--- src/rtl/mem_bus_arbiter2_pkg.sv ---
// Shared types and constants for the two-master memory/IO bus arbiter.
package mem_bus_pkg;

    // Sequencer states for one bus transaction.
    typedef enum logic [1:0] {
        StIdle = 2'b00,
        StAddr = 2'b01,
        StWait = 2'b10,
        StDone = 2'b11
    } state_e;

    // Wait counter width.
    localparam int unsigned WW = 4;

    // Default extra cycles per decoded region.
    localparam int unsigned DEF_LOMEM_WAIT = 0;
    localparam int unsigned DEF_PMON_WAIT  = 0;
    localparam int unsigned DEF_HIMEM_WAIT = 2;
    localparam int unsigned DEF_IO_WAIT    = 1;
    localparam int unsigned DEF_SIMIF_WAIT = 0;

    // Master indices: m0 = CPU, m1 = DMA/debug monitor.
    localparam int unsigned M0 = 0;
    localparam int unsigned M1 = 1;

    // True when a wait count can be loaded into a ww-bit counter.
    function automatic bit wait_fits(input int unsigned w, input int unsigned ww);
        return (ww >= 1) && (ww <= 31) && (w <= ((32'd1 << ww) - 32'd1));
    endfunction

endpackage

--- src/rtl/mem_bus_arbiter2_rr_arb2.sv ---
// Two-way round-robin pick: a lone requester wins; on contention the master that did not
// own the bus last wins. Purely combinational so other bus masters can reuse it.
module rr_arb2 (
    input  logic [1:0] i_req,
    input  logic       i_last_owner,
    output logic [1:0] o_gnt
);
    import mem_bus_pkg::*;

    // One-hot grant from the request pair and the previous owner.
    always_comb begin
        o_gnt = 2'b00;
        unique case (i_req)
            2'b01:   o_gnt = 2'b01;
            2'b10:   o_gnt = 2'b10;
            2'b11:   o_gnt = (i_last_owner == 1'(M1)) ? 2'b01 : 2'b10;
            default: o_gnt = 2'b00;
        endcase
    end

endmodule

--- src/rtl/mem_bus_arbiter2.sv ---
// Two-master arbiter and access sequencer in front of the bus address decoder.
// One transaction at a time: grant, drive the registered address, add the wait states of
// the selected region, then pulse ack with the captured read data.
module mem_bus_arbiter2 #(
    parameter int unsigned AW         = 32,
    parameter int unsigned DW         = 32,
    parameter int unsigned WW         = mem_bus_pkg::WW,
    parameter int unsigned LOMEM_WAIT = mem_bus_pkg::DEF_LOMEM_WAIT,
    parameter int unsigned PMON_WAIT  = mem_bus_pkg::DEF_PMON_WAIT,
    parameter int unsigned HIMEM_WAIT = mem_bus_pkg::DEF_HIMEM_WAIT,
    parameter int unsigned IO_WAIT    = mem_bus_pkg::DEF_IO_WAIT,
    parameter int unsigned SIMIF_WAIT = mem_bus_pkg::DEF_SIMIF_WAIT
) (
    input  logic          clk,
    input  logic          reset,
    // master 0 (CPU)
    input  logic          m0_req,
    input  logic [AW-1:0] m0_addr,
    input  logic [DW-1:0] m0_wdata,
    input  logic          m0_wen,
    output logic          m0_ack,
    output logic          m0_err,
    output logic [DW-1:0] m0_rdata,
    // master 1 (DMA / debug monitor)
    input  logic          m1_req,
    input  logic [AW-1:0] m1_addr,
    input  logic [DW-1:0] m1_wdata,
    input  logic          m1_wen,
    output logic          m1_ack,
    output logic          m1_err,
    output logic [DW-1:0] m1_rdata,
    // shared bus
    output logic [AW-1:0] bus_addr,
    output logic [DW-1:0] bus_wdata,
    output logic          bus_en,
    output logic          bus_wen,
    input  logic [DW-1:0] bus_rdata,
    // decoder selects
    input  logic          cs_lomem,
    input  logic          cs_pmon,
    input  logic          cs_himem,
    input  logic          cs_simif,
    input  logic [15:0]   cs_io,
    // current owner
    output logic [1:0]    gnt
);
    import mem_bus_pkg::*;

    // Every wait count must fit the WW-bit counter.
    if (!wait_fits(LOMEM_WAIT, WW) || !wait_fits(PMON_WAIT, WW) ||
        !wait_fits(HIMEM_WAIT, WW) || !wait_fits(IO_WAIT, WW) ||
        !wait_fits(SIMIF_WAIT, WW)) begin : g_wait_range_check
        $fatal(1, "mem_bus_arbiter2: a wait parameter does not fit in WW bits");
    end

    state_e        r_state;
    logic          r_last_owner;
    logic [1:0]    r_gnt;
    logic [AW-1:0] r_bus_addr;
    logic [DW-1:0] r_bus_wdata;
    logic          r_wen;
    logic          r_bus_en;
    logic          r_bus_wen;
    logic [WW-1:0] r_cnt;
    logic [1:0]    r_ack;
    logic [1:0]    r_err;
    logic [DW-1:0] r_rdata0;
    logic [DW-1:0] r_rdata1;

    logic [1:0]    w_pick;
    logic          w_mapped;
    logic [WW-1:0] w_wait;
    logic          w_finish;
    logic          w_unmapped;
    logic [DW-1:0] w_cap;

    rr_arb2 u_rr_arb2 (
        .i_req        ({m1_req, m0_req}),
        .i_last_owner (r_last_owner),
        .o_gnt        (w_pick)
    );

    // Wait count of the selected region, highest-priority select first.
    always_comb begin
        w_wait = WW'(LOMEM_WAIT);
        if (cs_simif) begin
            w_wait = WW'(SIMIF_WAIT);
        end else if (|cs_io) begin
            w_wait = WW'(IO_WAIT);
        end else if (cs_himem) begin
            w_wait = WW'(HIMEM_WAIT);
        end else if (cs_pmon) begin
            w_wait = WW'(PMON_WAIT);
        end else begin
            w_wait = WW'(LOMEM_WAIT);
        end
    end

    assign w_mapped = cs_simif | (|cs_io) | cs_himem | cs_pmon | cs_lomem;

    // Last bus_en cycle of the access: unmapped or zero-wait in ADDR, or counter drained.
    always_comb begin
        w_finish = 1'b0;
        unique case (r_state)
            StAddr:  w_finish = !w_mapped || (w_wait == '0);
            StWait:  w_finish = (r_cnt == '0);
            default: w_finish = 1'b0;
        endcase
    end

    assign w_unmapped = (r_state == StAddr) && !w_mapped;
    assign w_cap      = w_unmapped ? '0 : bus_rdata;

    // Transaction sequencer with all bus and master outputs registered.
    always_ff @(posedge clk) begin
        if (reset) begin
            r_state      <= StIdle;
            r_last_owner <= 1'(M1);
            r_gnt        <= '0;
            r_bus_addr   <= '0;
            r_bus_wdata  <= '0;
            r_wen        <= 1'b0;
            r_bus_en     <= 1'b0;
            r_bus_wen    <= 1'b0;
            r_cnt        <= '0;
            r_ack        <= '0;
            r_err        <= '0;
            r_rdata0     <= '0;
            r_rdata1     <= '0;
        end else begin
            r_ack <= '0;
            r_err <= '0;
            unique case (r_state)
                StIdle: begin
                    if (w_pick != 2'b00) begin
                        r_gnt        <= w_pick;
                        r_last_owner <= w_pick[1];
                        r_bus_addr   <= w_pick[1] ? m1_addr : m0_addr;
                        r_bus_wdata  <= w_pick[1] ? m1_wdata : m0_wdata;
                        r_wen        <= w_pick[1] ? m1_wen : m0_wen;
                        r_bus_wen    <= w_pick[1] ? m1_wen : m0_wen;
                        r_bus_en     <= 1'b1;
                        r_state      <= StAddr;
                    end
                end
                StAddr: begin
                    if (w_finish) begin
                        r_state <= StDone;
                    end else begin
                        r_cnt   <= w_wait - WW'(1);
                        r_state <= StWait;
                    end
                end
                StWait: begin
                    if (w_finish) begin
                        r_state <= StDone;
                    end else begin
                        r_cnt <= r_cnt - WW'(1);
                    end
                end
                StDone: begin
                    r_gnt   <= '0;
                    r_state <= StIdle;
                end
                default: r_state <= StIdle;
            endcase

            // Close the access: drop the strobes, pulse ack to the owner, keep read data.
            if (w_finish) begin
                r_bus_en  <= 1'b0;
                r_bus_wen <= 1'b0;
                r_ack     <= r_gnt;
                r_err     <= w_unmapped ? r_gnt : 2'b00;
                if (!r_wen) begin
                    if (r_gnt[1]) begin
                        r_rdata1 <= w_cap;
                    end else begin
                        r_rdata0 <= w_cap;
                    end
                end
            end
        end
    end

    assign gnt       = r_gnt;
    assign bus_addr  = r_bus_addr;
    assign bus_wdata = r_bus_wdata;
    assign bus_en    = r_bus_en;
    assign bus_wen   = r_bus_wen;
    assign m0_ack    = r_ack[0];
    assign m1_ack    = r_ack[1];
    assign m0_err    = r_err[0];
    assign m1_err    = r_err[1];
    assign m0_rdata  = r_rdata0;
    assign m1_rdata  = r_rdata1;

endmodule

--- config.mk ---
export PLATFORM = sky130hd
export DESIGN_NAME = mem_bus_arbiter2
export DESIGN_NICKNAME = d
export VERILOG_FILES = /design/src/rtl/mem_bus_arbiter2_pkg.sv /design/src/rtl/mem_bus_arbiter2_rr_arb2.sv /design/src/rtl/mem_bus_arbiter2.sv
export SDC_FILE = /design/constraint.sdc
export NUM_CORES = 1
export LEC_CHECK = 0
export CORE_MARGIN = 5
export CORE_UTILIZATION = 30
export DETAILED_ROUTE_END_ITERATION = 16
export HOLD_SLACK_MARGIN = 0.1
export PLACE_DENSITY = 0.66
export SYNTH_ARGS = -nofsm -noshare
export SYNTH_HDL_FRONTEND = slang
export SYNTH_SLANG_ARGS = --single-unit
--- constraint.sdc ---
create_clock -name clk -period 1.9 [get_ports clk]
set_input_delay 0.38 -clock clk [delete_from_list [all_inputs] [get_ports clk]]
set_output_delay 0.38 -clock clk [all_outputs]
set_load 0.01 [all_outputs]
==> results.yml <==
timing:
  rsz0062_at_grt: "yes"
  setup_viol: 65
  fin_skew_ps: 11.4
  maxSlewViolCount: 0
  hold_viol_final: 0
  fin_crit_sh: 1.07
  worst_pin_slew_ps: 469
  fin_crit_ps: 2030
  slew_headroom: 0.687
  fin_setup_tns_ps: -5260
  clock.fmax_mhz: 492
  fin_ws_ps: -131
placed_design:
  dpl.hpwl_mm: 17.6
  gp_congestion: 0.787
  port_buffers: 321
  placed_area_mm2: 0.0104
clocking:
  cts-root-buf: "clkbuf_16"
  cts_max_level: 4
  clk_path_buf_depth: 2
  cts_buffers: 17
  postCtsHoldBufs: 0
  cts.sinks: 144
  clock_latency_ps: 420
  path_clk_slew_ps: 70
  cts_tree: "yes"
critical_path:
  crit_required_ps: 2210
  critical_path_arrival_ps: 2340
  r2r_end: "m1_rdata[15]$_SDFFE_PP0P_"
  criticalPathCategory: "flop to flop"
  timing.reg2reg.worst_path_depth: 8
  cpPeakStageDelay_ps: 470
  cp-end-kind: "flop"
  rrSetupSlack_ps: -130
  cp-start-kind: "flop"
  worst-path-buf-inv: 3
  crit_path_frequent_cell: "buf_6"
  path_max_fanout: 8
  regToRegStartpoint: "r_state[0]$_SDFFE_PP0P_"
  critPathTopFamily: "simple AND/OR/NAND/NOR gates"
  cpMaxStageDelayCell: "or4b_4"
  worstPathCellList: "buf_6 > ha_4 > or4b_4 > nor3_4 > buf_6 > nor2_4 > buf_16 > a31o_1"
worst_hold_path:
  holdPathStages: 2
  worstHoldEndpoint: "bus_wen$_SDFFE_PP0P_"
  min_path_type: "flop to flop"
  hold_start: "bus_wen$_SDFFE_PP0P_"
synth:
  synth_nets: 959
  synthArstFlopShare: 0
  ys_ff_latch: 144
  seq_area_frac_synth: 0.439
  yosysUniqueCellTypes: 41
  syn_area_per_cell_um2: 8.55
  ys.flop_type: "dfxtp_1"
  synth-edff-count: 0
  synthCells: 767
  netlist_area_mm2: 0.00656
  yosysWarnings: 0
final_layout:
  final_nets: 1293
  area_growth_syn_to_layout_pct: 74.0
  layout_common_cells: "clkdlybuf4s50_1, dfxtp_1, nor2_1, a21oi_1, nand2b_1"
  stdcell_area_mm2: 0.0114
  nFillCells: 1990
  final_common_cell: "clkdlybuf4s50_1"
  drive_above_1_share: 0.122
route:
  avgViaCountPerCell: 4.98
  wirelength_mm: 25.4
  wl_per_cell_um: 18.2
  vias: 6959
  dr.pass1.iters: 5
  drc: 0
  route.antenna.remaining_nets: 0
  drtIter0Drc: 283
global_route:
  grt_use_met3: 0.0755
  grt_max_degree: 50
  use_met2: 0.314
  grt_pass1_vias: 6971
  grt_busiest_layer: "met2"
  antenna_found_initial: 3
  grt_pass1_wl_mm: 37.7
  globalRouteMet1Util: 0.229
  track_usage: 0.191
  grt_overflow_total: 0
floorplanning:
  ios: 322
  row_count: 54
  die_area_mm2: 0.0249
  die_y_um: 158
  coreArea_mm2: 0.0217
  start_util: 0.302
  die_width_um: 158
outcome:
  status: "finished with violations"
  violations: "setup timing"
pwr:
  ir_drop_mv: 0.524
  power.leakage_nw: 4.41
  pwr_density_cell_mw_per_mm2: 1140
flow_run:
  max_cap_viol_count: 0
tightest hold or removal path, delay by kind of cell (launching register included):
| family | cells | cell delay (ps) |
|---|---|---|
| AOI/OAI and AO/OA | 1 | 60 |
| DFF | 1 | 320 |
| and+or+nand+nor | 1 | 60 |
registers in the layout, summed over array words and instances, names as in the netlist, 2 cells and up:
signal	cells
gnt	2
m1_rdata	32
r_ack	2
r_cnt	4
r_err	2
bus_addr	32
bus_wdata	32
r_state	2
m0_rdata	32
report_power, final:
part	switching [mW]	leakage [nW]	internal (mW)
clock network	1.55	0.268	1.74
logic	2.74	2.96	3.01
registers	0.358	1.18	3.59
total	4.65	4.41	8.34
worst max-delay path by stage:
| stage | cells after the start | to | from |
|---|---|---|---|
| floorplan | 8 | r_cnt[1]$_SDFFE_PP0P_ | r_state[0]$_SDFFE_PP0P_ |
| global placement | 9 | m0_rdata[14]$_SDFFE_PP0P_ | cs_io[10] |
| detailed placement | 9 | m0_rdata[20]$_SDFFE_PP0P_ | cs_io[10] |
| CTS | 8 | m0_rdata[15]$_SDFFE_PP0P_ | r_state[1]$_SDFFE_PP0P_ |
| global route | 8 | m1_rdata[15]$_SDFFE_PP0P_ | r_state[0]$_SDFFE_PP0P_ |
| finish | 8 | m1_rdata[15]$_SDFFE_PP0P_ | r_state[0]$_SDFFE_PP0P_ |
cell type report:
class / count / area [um2] / share of cell area
repair buffers: 388 / 4100 / 0.359
multi-input cells: 545 / 3480 / 0.305
flip-flops and latches: 144 / 2890 / 0.253
clock buffers: 17 / 425 / 0.0373
well taps: 280 / 350 / 0.0307
clock inverters: 15 / 144 / 0.0126
inverters: 5 / 21.3 / 0.00186
diodes: 2 / 5.00 / 0.000439
kinds of logic after synthesis:
kind of cell,synth area share
buf+inv,0.0547
simple gates,0.193
flops,0.439
compound gates,0.300
fa+ha+maj,0.0114
mux,0.00153
stage by stage:
| stage | cells | hold slack (ps) | total power, mW | setup slack (ps) | util |
|---|---|---|---|---|---|
| detailed placement | 1343 | 474 | 9.36 | -602 | 0.479 |
| finish | 1396 | 479 | 13.0 | -131 | 0.526 |
| global placement | 1343 | 467 | 9.33 | -585 | 0.479 |
| CTS | 1386 | 488 | 12.9 | -147 | 0.517 |
| floorplan | 767 | 450 | 6.82 | -29.8 | - |
| global route | 1396 | 501 | 13.7 | -180 | 0.526 |
what timing repair did:
item,CTS,global route
buffers inserted,6,4
gates cloned,5,4
setup endpoints to repair,72,73
pin swaps,34,25
gates resized for setup,36,26
per-layer routing:
layer,up-vias,part of all wire
li1,3395,-
met1,3244,0.40
met2,287,0.47
met3,31,0.10
met4,2,0.022
met5,-,0.00043
synth_stat cells (2+ instances only):
library cell | count | share of area
nand2b_1 | 70 | 0.067
a211oi_1 | 4 | 0.0046
buf_4 | 11 | 0.013
nor4_4 | 3 | 0.0097
clkbuf_1 | 42 | 0.024
nand2_1 | 9 | 0.0051
and2_1 | 4 | 0.0038
a21oi_1 | 135 | 0.10
inv_1 | 5 | 0.0029
o21ai_0 | 2 | 0.0015
a31o_1 | 64 | 0.085
o21bai_1 | 2 | 0.0023
and3_1 | 3 | 0.0029
dfxtp_1 | 144 | 0.44
buf_2 | 11 | 0.0084
a2bb2oi_1 | 64 | 0.085
nor2b_1 | 8 | 0.0076
buf_1 | 9 | 0.0051
ha_1 | 6 | 0.011
or3_1 | 2 | 0.0019
a32oi_1 | 4 | 0.0053
nor2_1 | 142 | 0.081
nor3_1 | 5 | 0.0038
No activity file was read; power rests on OpenSTA's default activity.
